===== src/rtl/apb_arb_pkg.sv =====
// Shared types and constants for the two-requester APB command arbiter.
// Used by apb_arbiter_if, apb_arb_req_latch and apb_arbiter.
package apb_arb_pkg;

    localparam int ARB_DW  = 32;
    localparam int NUM_REQ = 2;

    // Read data returned to a requester whose transfer was abandoned by the timeout.
    localparam logic [ARB_DW-1:0] ARB_ERR_DATA = 32'hFFFF_FFFF;

    typedef enum logic [1:0] {
        ST_IDLE  = 2'd0,
        ST_ISSUE = 2'd1,
        ST_WAIT  = 2'd2
    } arb_state_t;

    // 0 = requester 0 (CPU), 1 = requester 1 (DMA).
    typedef logic [0:0] req_idx_t;

    function automatic logic [NUM_REQ-1:0] idx_to_onehot(input req_idx_t idx);
        logic [NUM_REQ-1:0] oh;
        oh      = '0;
        oh[idx] = 1'b1;
        return oh;
    endfunction

endpackage


===== src/rtl/apb_arbiter_if.sv =====
// Bundle of requester, downstream and status signals around apb_arbiter.
// slave = arbiter view, master = view of the requesters plus downstream APB master.
interface apb_arbiter_if;
    import apb_arb_pkg::*;

    logic              m0_transfer;
    logic [ARB_DW-1:0] m0_addr;
    logic [ARB_DW-1:0] m0_wdata;
    logic              m0_write;
    logic              m0_ready;
    logic [ARB_DW-1:0] m0_rdata;

    logic              m1_transfer;
    logic [ARB_DW-1:0] m1_addr;
    logic [ARB_DW-1:0] m1_wdata;
    logic              m1_write;
    logic              m1_ready;
    logic [ARB_DW-1:0] m1_rdata;

    logic              s_transfer;
    logic [ARB_DW-1:0] s_addr;
    logic [ARB_DW-1:0] s_wdata;
    logic              s_write;
    logic              s_ready;
    logic [ARB_DW-1:0] s_rdata;

    logic [NUM_REQ-1:0] grant;
    logic               timeout_err;

    modport slave (
        input  m0_transfer, m0_addr, m0_wdata, m0_write,
        output m0_ready, m0_rdata,
        input  m1_transfer, m1_addr, m1_wdata, m1_write,
        output m1_ready, m1_rdata,
        output s_transfer, s_addr, s_wdata, s_write,
        input  s_ready, s_rdata,
        output grant, timeout_err
    );

    modport master (
        output m0_transfer, m0_addr, m0_wdata, m0_write,
        input  m0_ready, m0_rdata,
        output m1_transfer, m1_addr, m1_wdata, m1_write,
        input  m1_ready, m1_rdata,
        input  s_transfer, s_addr, s_wdata, s_write,
        output s_ready, s_rdata,
        input  grant, timeout_err
    );

endinterface


===== src/rtl/apb_arb_req_latch.sv =====
// Per-requester pending flag plus captured command (addr/wdata/write).
// A pulse is taken only when nothing is pending; i_clear drops the pending flag.
module apb_arb_req_latch
    import apb_arb_pkg::*;
(
    input  logic              i_clk,
    input  logic              i_rst_n,
    input  logic              i_transfer,
    input  logic [ARB_DW-1:0] i_addr,
    input  logic [ARB_DW-1:0] i_wdata,
    input  logic              i_write,
    input  logic              i_clear,
    output logic              o_pending,
    output logic [ARB_DW-1:0] o_addr,
    output logic [ARB_DW-1:0] o_wdata,
    output logic              o_write
);

    logic              r_pending;
    logic [ARB_DW-1:0] r_addr;
    logic [ARB_DW-1:0] r_wdata;
    logic              r_write;

    always_ff @(posedge i_clk or negedge i_rst_n) begin
        if (!i_rst_n) begin
            r_pending <= 1'b0;
            r_addr    <= '0;
            r_wdata   <= '0;
            r_write   <= 1'b0;
        end else if (i_clear) begin
            r_pending <= 1'b0;
        end else if (i_transfer && !r_pending) begin
            // The command stays frozen while pending so the bus sees a stable copy.
            r_pending <= 1'b1;
            r_addr    <= i_addr;
            r_wdata   <= i_wdata;
            r_write   <= i_write;
        end
    end

    assign o_pending = r_pending;
    assign o_addr    = r_addr;
    assign o_wdata   = r_wdata;
    assign o_write   = r_write;

endmodule


===== src/rtl/apb_arbiter.sv =====
// Round-robin arbiter funnelling two pulsed requesters onto one APB master command port.
// Optional WAIT timeout is compiled in with APB_ARB_TIMEOUT_EN.
module apb_arbiter
    import apb_arb_pkg::*;
#(
    parameter int unsigned TIMEOUT_CYCLES = 255
) (
    input  logic         PCLK,
    input  logic         PRESET,
    apb_arbiter_if.slave bus
);

    arb_state_t r_state;
    arb_state_t w_state_next;

    req_idx_t r_owner;
    req_idx_t r_ptr;
    req_idx_t w_pick;
    logic     w_complete;
    logic     w_timeout;

    logic [NUM_REQ-1:0] w_pending;
    logic [NUM_REQ-1:0] w_clear;
    logic [NUM_REQ-1:0] r_ready;
    logic [ARB_DW-1:0]  r_rdata     [NUM_REQ];

    logic               w_req_transfer [NUM_REQ];
    logic [ARB_DW-1:0]  w_req_addr     [NUM_REQ];
    logic [ARB_DW-1:0]  w_req_wdata    [NUM_REQ];
    logic               w_req_write    [NUM_REQ];
    logic [ARB_DW-1:0]  w_addr         [NUM_REQ];
    logic [ARB_DW-1:0]  w_wdata        [NUM_REQ];
    logic               w_write        [NUM_REQ];

    assign w_req_transfer[0] = bus.m0_transfer;
    assign w_req_addr[0]     = bus.m0_addr;
    assign w_req_wdata[0]    = bus.m0_wdata;
    assign w_req_write[0]    = bus.m0_write;
    assign w_req_transfer[1] = bus.m1_transfer;
    assign w_req_addr[1]     = bus.m1_addr;
    assign w_req_wdata[1]    = bus.m1_wdata;
    assign w_req_write[1]    = bus.m1_write;

    genvar gi;
    generate
        for (gi = 0; gi < NUM_REQ; gi++) begin : g_req
            assign w_clear[gi] = w_complete && (r_owner == req_idx_t'(gi));

            apb_arb_req_latch u_latch (
                .i_clk      (PCLK),
                .i_rst_n    (PRESET),
                .i_transfer (w_req_transfer[gi]),
                .i_addr     (w_req_addr[gi]),
                .i_wdata    (w_req_wdata[gi]),
                .i_write    (w_req_write[gi]),
                .i_clear    (w_clear[gi]),
                .o_pending  (w_pending[gi]),
                .o_addr     (w_addr[gi]),
                .o_wdata    (w_wdata[gi]),
                .o_write    (w_write[gi])
            );
        end
    endgenerate

    // Pointer wins a tie; otherwise the single pending requester is taken.
    assign w_pick = w_pending[r_ptr] ? r_ptr : ~r_ptr;

    always_ff @(posedge PCLK or negedge PRESET) begin
        if (!PRESET) begin
            r_state <= ST_IDLE;
        end else begin
            r_state <= w_state_next;
        end
    end

    always_comb begin
        w_state_next = r_state;
        w_complete   = 1'b0;
        case (r_state)
            ST_IDLE: begin
                if (|w_pending) begin
                    w_state_next = ST_ISSUE;
                end
            end
            ST_ISSUE: begin
                w_state_next = ST_WAIT;
            end
            ST_WAIT: begin
                if (bus.s_ready || w_timeout) begin
                    w_complete   = 1'b1;
                    w_state_next = ST_IDLE;
                end
            end
            default: begin
                w_state_next = ST_IDLE;
            end
        endcase
    end

    always_ff @(posedge PCLK or negedge PRESET) begin
        if (!PRESET) begin
            r_owner <= '0;
            r_ptr   <= '0;
            r_ready <= '0;
            for (int i = 0; i < NUM_REQ; i++) begin
                r_rdata[i] <= '0;
            end
        end else begin
            r_ready <= '0;
            if (r_state == ST_IDLE && |w_pending) begin
                r_owner <= w_pick;
            end
            if (w_complete) begin
                r_ready[r_owner] <= 1'b1;
                r_rdata[r_owner] <= bus.s_ready ? bus.s_rdata : ARB_ERR_DATA;
                r_ptr            <= ~r_owner;
            end
        end
    end

`ifdef APB_ARB_TIMEOUT_EN
    logic [31:0] r_wait_cnt;
    logic        r_timeout_err;

    // Counts completed WAIT cycles; zero on the first WAIT cycle.
    always_ff @(posedge PCLK or negedge PRESET) begin
        if (!PRESET) begin
            r_wait_cnt    <= '0;
            r_timeout_err <= 1'b0;
        end else begin
            r_timeout_err <= w_timeout;
            if (r_state != ST_WAIT) begin
                r_wait_cnt <= '0;
            end else begin
                r_wait_cnt <= r_wait_cnt + 32'd1;
            end
        end
    end

    assign w_timeout = (r_state == ST_WAIT) && !bus.s_ready &&
                       (r_wait_cnt == TIMEOUT_CYCLES - 32'd1);
    assign bus.timeout_err = r_timeout_err;
`else
    assign w_timeout       = 1'b0;
    assign bus.timeout_err = 1'b0;
`endif

    assign bus.s_transfer = (r_state == ST_ISSUE);
    assign bus.s_addr     = (r_state == ST_IDLE) ? '0   : w_addr[r_owner];
    assign bus.s_wdata    = (r_state == ST_IDLE) ? '0   : w_wdata[r_owner];
    assign bus.s_write    = (r_state == ST_IDLE) ? 1'b0 : w_write[r_owner];
    assign bus.grant      = (r_state == ST_IDLE) ? '0   : idx_to_onehot(r_owner);

    assign bus.m0_ready = r_ready[0];
    assign bus.m0_rdata = r_rdata[0];
    assign bus.m1_ready = r_ready[1];
    assign bus.m1_rdata = r_rdata[1];

endmodule


===== src/flat_wrapper.sv =====
// flat-port wrapper written by rule: the top's interface ports become plain ports
module apb_arbiter_flat import apb_arb_pkg::*;
#(
    parameter int unsigned TIMEOUT_CYCLES = 255
)
  (PCLK, PRESET, bus_m0_transfer, bus_m0_addr, bus_m0_wdata, bus_m0_write, bus_m0_ready, bus_m0_rdata, bus_m1_transfer, bus_m1_addr, bus_m1_wdata, bus_m1_write, bus_m1_ready, bus_m1_rdata, bus_s_transfer, bus_s_addr, bus_s_wdata, bus_s_write, bus_s_ready, bus_s_rdata, bus_grant, bus_timeout_err);
  apb_arbiter_if bus_i ();
  input  logic PCLK;
  input  logic PRESET;
  input wire logic [$bits(bus_i.m0_transfer)-1:0] bus_m0_transfer;
  input wire logic [$bits(bus_i.m0_addr)-1:0] bus_m0_addr;
  input wire logic [$bits(bus_i.m0_wdata)-1:0] bus_m0_wdata;
  input wire logic [$bits(bus_i.m0_write)-1:0] bus_m0_write;
  output wire logic [$bits(bus_i.m0_ready)-1:0] bus_m0_ready;
  output wire logic [$bits(bus_i.m0_rdata)-1:0] bus_m0_rdata;
  input wire logic [$bits(bus_i.m1_transfer)-1:0] bus_m1_transfer;
  input wire logic [$bits(bus_i.m1_addr)-1:0] bus_m1_addr;
  input wire logic [$bits(bus_i.m1_wdata)-1:0] bus_m1_wdata;
  input wire logic [$bits(bus_i.m1_write)-1:0] bus_m1_write;
  output wire logic [$bits(bus_i.m1_ready)-1:0] bus_m1_ready;
  output wire logic [$bits(bus_i.m1_rdata)-1:0] bus_m1_rdata;
  output wire logic [$bits(bus_i.s_transfer)-1:0] bus_s_transfer;
  output wire logic [$bits(bus_i.s_addr)-1:0] bus_s_addr;
  output wire logic [$bits(bus_i.s_wdata)-1:0] bus_s_wdata;
  output wire logic [$bits(bus_i.s_write)-1:0] bus_s_write;
  input wire logic [$bits(bus_i.s_ready)-1:0] bus_s_ready;
  input wire logic [$bits(bus_i.s_rdata)-1:0] bus_s_rdata;
  output wire logic [$bits(bus_i.grant)-1:0] bus_grant;
  output wire logic [$bits(bus_i.timeout_err)-1:0] bus_timeout_err;
  assign bus_i.m0_transfer = bus_m0_transfer;
  assign bus_i.m0_addr = bus_m0_addr;
  assign bus_i.m0_wdata = bus_m0_wdata;
  assign bus_i.m0_write = bus_m0_write;
  assign bus_m0_ready = bus_i.m0_ready;
  assign bus_m0_rdata = bus_i.m0_rdata;
  assign bus_i.m1_transfer = bus_m1_transfer;
  assign bus_i.m1_addr = bus_m1_addr;
  assign bus_i.m1_wdata = bus_m1_wdata;
  assign bus_i.m1_write = bus_m1_write;
  assign bus_m1_ready = bus_i.m1_ready;
  assign bus_m1_rdata = bus_i.m1_rdata;
  assign bus_s_transfer = bus_i.s_transfer;
  assign bus_s_addr = bus_i.s_addr;
  assign bus_s_wdata = bus_i.s_wdata;
  assign bus_s_write = bus_i.s_write;
  assign bus_i.s_ready = bus_s_ready;
  assign bus_i.s_rdata = bus_s_rdata;
  assign bus_grant = bus_i.grant;
  assign bus_timeout_err = bus_i.timeout_err;
  apb_arbiter #(.TIMEOUT_CYCLES(TIMEOUT_CYCLES)) u_core (.PCLK(PCLK), .PRESET(PRESET), .bus(bus_i));
endmodule

===== config.mk =====
export PLATFORM = sky130hd
export DESIGN_NAME = apb_arbiter_flat
export DESIGN_NICKNAME = d
export VERILOG_FILES = /design/src/rtl/apb_arb_pkg.sv /design/src/rtl/apb_arbiter_if.sv /design/src/rtl/apb_arb_req_latch.sv /design/src/rtl/apb_arbiter.sv /design/src/flat_wrapper.sv
export SDC_FILE = /design/constraint.sdc
export NUM_CORES = 1
export LEC_CHECK = 0
export ABC_AREA = 1
export BUFFER_PORTS_ARGS = -buffer_cell sky130_fd_sc_hd__buf_2
export CAP_MARGIN = 0
export CORE_UTILIZATION = 55
export DETAILED_ROUTE_END_ITERATION = 10
export PLACE_DENSITY = 0.83
export REMOVE_ABC_BUFFERS = 1
export SLEW_MARGIN = 20
export SYNTH_ARGS = -nofsm -noshare
export SYNTH_HDL_FRONTEND = slang
export SYNTH_SLANG_ARGS = --single-unit

===== constraint.sdc =====
create_clock -name PCLK -period 3.9 [get_ports PCLK]
set_clock_uncertainty 0.1 [all_clocks]
set_input_delay 0.585 -clock PCLK [delete_from_list [all_inputs] [get_ports PCLK]]
set_output_delay 0.585 -clock PCLK [all_outputs]
set_load 0.05 [all_outputs]

==> flow_summary.toml <==
[power]
total_power_mw = 11.8
peakVddDrop_mv = 0.726
power.density_nw_per_um2 = 1050
p_leak_nw = 6.75

[clocking]
max-clock-path-buffers = 3
cts_htree_levels = 1
clkLatencyLatePin_ns = 0.50
clkTransAtPathRegs_ns = 0.07
cts_buffers = 22
ctsRootBufferMaster = "clkbuf_16"
holdBufCountCts = 0
clkSinkCount = 202
tritoncts = "built"
quantity_of_gates_resized_following_cts = 0
cts_post_setup_buffers_inserted = 0

[layout]
antenna_cells = 0
layout_stage_area_growth_over_the_synthesis_result_pct = 24.3
finalNonFillerCells = 1646
nNetsFinal = 1583
final_cell_area_um2 = 11200
mostFrequentLayoutCells = "nand2_1, buf_2, dfrtp_1"
layout-drive-gt1-share = 0.253
layout_commonest_cell = "nand2_1"
fillCellCount = 1341

[route]
drc = 0
drt.antenna.violating_nets = 0
num_vias = 8501
final_wirelength_mm = 25.9
wire_per_inst_um = 15.7
first_pass_detailed_route_iteration_total = 5
drt_first_iter_violations = 512
post_drt_via_cell_ratio = 5.16

[worst_setup_path]
timing.critical_path.arrival_ns = 2.53
highest_net_fanout_along_the_worst_path = 31
criticalPathCategory = "register to primary output"
critPathCaptureType = "primary output"
timing.critical_path.from_type = "register"
cp.required_ns = 3.21

[floorplan]
die_area_um2 = 16900
fp.dieW_um = 130
die-height_um = 130
core.rowCount = 46
floorplan.initialDensity = 0.565
core_area_um2 = 15900
io-pin-count = 302

[placement]
dpl_worst_slack_ns = 1.15
place_area_um2 = 10500
dp.final_hpwl_mm = 17.1
place.port_buffers = 300
gpl.final_weighted_congestion = 0.808
dp_cells = 1608

[timing]
min_period_ns = 3.21
fmax_mhz = 311
worst_setup_slack_after_layout_ns = 0.690
tns_ns = 0
slew_at_the_pin_with_the_worst_max_slew_slack_ns = 0.876
slew_headroom = 0.416
finalSetupViolations = 0
rsz0062_at_grt = "false"
timing_max_transition_violations_final = 0
final-hold-violation-count = 0
final.period_utilization = 0.823

[flow_run]
maxCapViolations = 0

[run_status]
outcome = "completed"

[logic_synthesis]
syn_area_um2 = 9000
synth-seq-cells = 202
yosysSeqAreaShare = 0.561
post_synth_inst_count = 1151
synth_top_cells_by_area = "dfrtp_1, nand2_1, nand3_1"
synth_top_cell_by_area = "dfrtp_1"
synth.avg_cell_area_um2 = 7.82
synth.yosys.warnings = 0
synthDominantCellAreaShare = 0.561
cell_variety_after_synth = 16

[grt]
initial_antenna_violation_count = 4
grt_max_degree = 107
gr-usage-all-layers = 0.307
number_of_global_route_vias_before_repair = 8163
globalRouteOverflowTotal = 0
grt_first_pass_wirelength_mm = 40.3

[hold_path]
worst_min_delay_path_category = "input port to asynchronous set/reset pin"
[area by class of cell]
type                       instances  area (µm²)  area share
sequential                       202        5050       0.452
clock buffer                      27         591      0.0528
timing repair buffer             314        1640       0.147
tap                              216         270      0.0241
multi-input combinational        832        3350       0.299
clock inverter                    11         121      0.0108
inverter                          44         165      0.0148
[power by group]
part	leakage [nW]	switching, mW	internal [mW]
clock network	0.350	0.845	1.22
logic	3.90	4.69	1.33
registers	2.50	0.591	3.09
total	6.75	6.13	5.64
[final timing paths]
| path | cells past startpoint | endpoint | startpoint | slack (ns) |
|---|---|---|---|---|
| min in group PCLK | 3 | u_core.g_req[1].u_latch.o_wdata[11]$_DFFE_PN0P_ | bus_m1_wdata[11] | 0.21 |
| setup / recovery | 8 | bus_s_addr[15] | u_core.r_state[0]$_DFFE_PN0P_ | 0.69 |
| hold / removal | 1 | u_core.g_req[1].u_latch.o_wdata[4]$_DFFE_PN0P_ | PRESET | 0.10 |
| setup reg to reg | 7 | u_core.g_req[1].u_latch.o_addr[0]$_DFFE_PN0P_ | u_core.r_state[1]$_DFFE_PN0P_ | 1.45 |
| hold reg to reg | 2 | u_core.g_req[1].u_latch.o_wdata[18]$_DFFE_PN0P_ | u_core.g_req[1].u_latch.o_wdata[18]$_DFFE_PN0P_ | 0.37 |
| max in group asynchronous | 2 | u_core.g_req[1].u_latch.o_wdata[22]$_DFFE_PN0P_ | PRESET | 2.67 |
[sequential cells by signal, indices dropped and copies added (netlist names)]
signal	flops
u_core.bus.m0_rdata	32
u_core.bus.m1_rdata	32
u_core.g_req.u_latch.o_addr	64
u_core.g_req.u_latch.o_pending	2
u_core.g_req.u_latch.o_wdata	64
u_core.g_req.u_latch.o_write	2
u_core.r_owner	1
u_core.r_ptr	1
u_core.r_ready	2
u_core.r_state	2
[synthesized netlist by cell type]
library cell  number
nand2_1          683
dfrtp_1          202
nand3_1          130
inv_1             39
clkbuf_1          24
buf_2             20
buf_4             17
buf_6             12
nor2_1             6
inv_2              5
a21oi_1            3
nand2_2            3
o21ai_0            3
nand2_4            2
conb_1             1
nor2_8             1
[critical path, cell delays in order, from the launching register on]
cell and delay, ns:
dfrtp_1 0.48, inv_2 0.07, nand2_2 0.09, nand2_1 0.07, inv_2 0.46, buf_4 0.40
nand2_1 0.09, nand2_1 0.08, buf_2 0.27
[logic make-up after synthesis]
logic type,Yosys count,synth area share
other,1,0.000416
buffers and inverters,117,0.0686
and+or+nand+nor,825,0.366
AOI/OAI and AO/OA,6,0.00333
DFF,202,0.561
[routing by layer]
| layer | wire length [µm] | up-vias | GRT usage |
|---|---|---|---|
| met3 | 2380 | 60 | 0.0779 |
| met2 | 12500 | 407 | 0.523 |
| met5 | 49 | - | 0 |
| met4 | 619 | 8 | 0.0944 |
| met1 | 10300 | 3994 | 0.385 |
| li1 | - | 4032 | - |
[stage by stage]
stage,hold slack [ns],util
detailed placement,0.358,0.657
finish,0.104,0.702
global placement,0.354,0.657
CTS,0.142,0.702
global route,0.175,0.702
floorplan,0.189,-
Power figures use the tool's default switching activity.
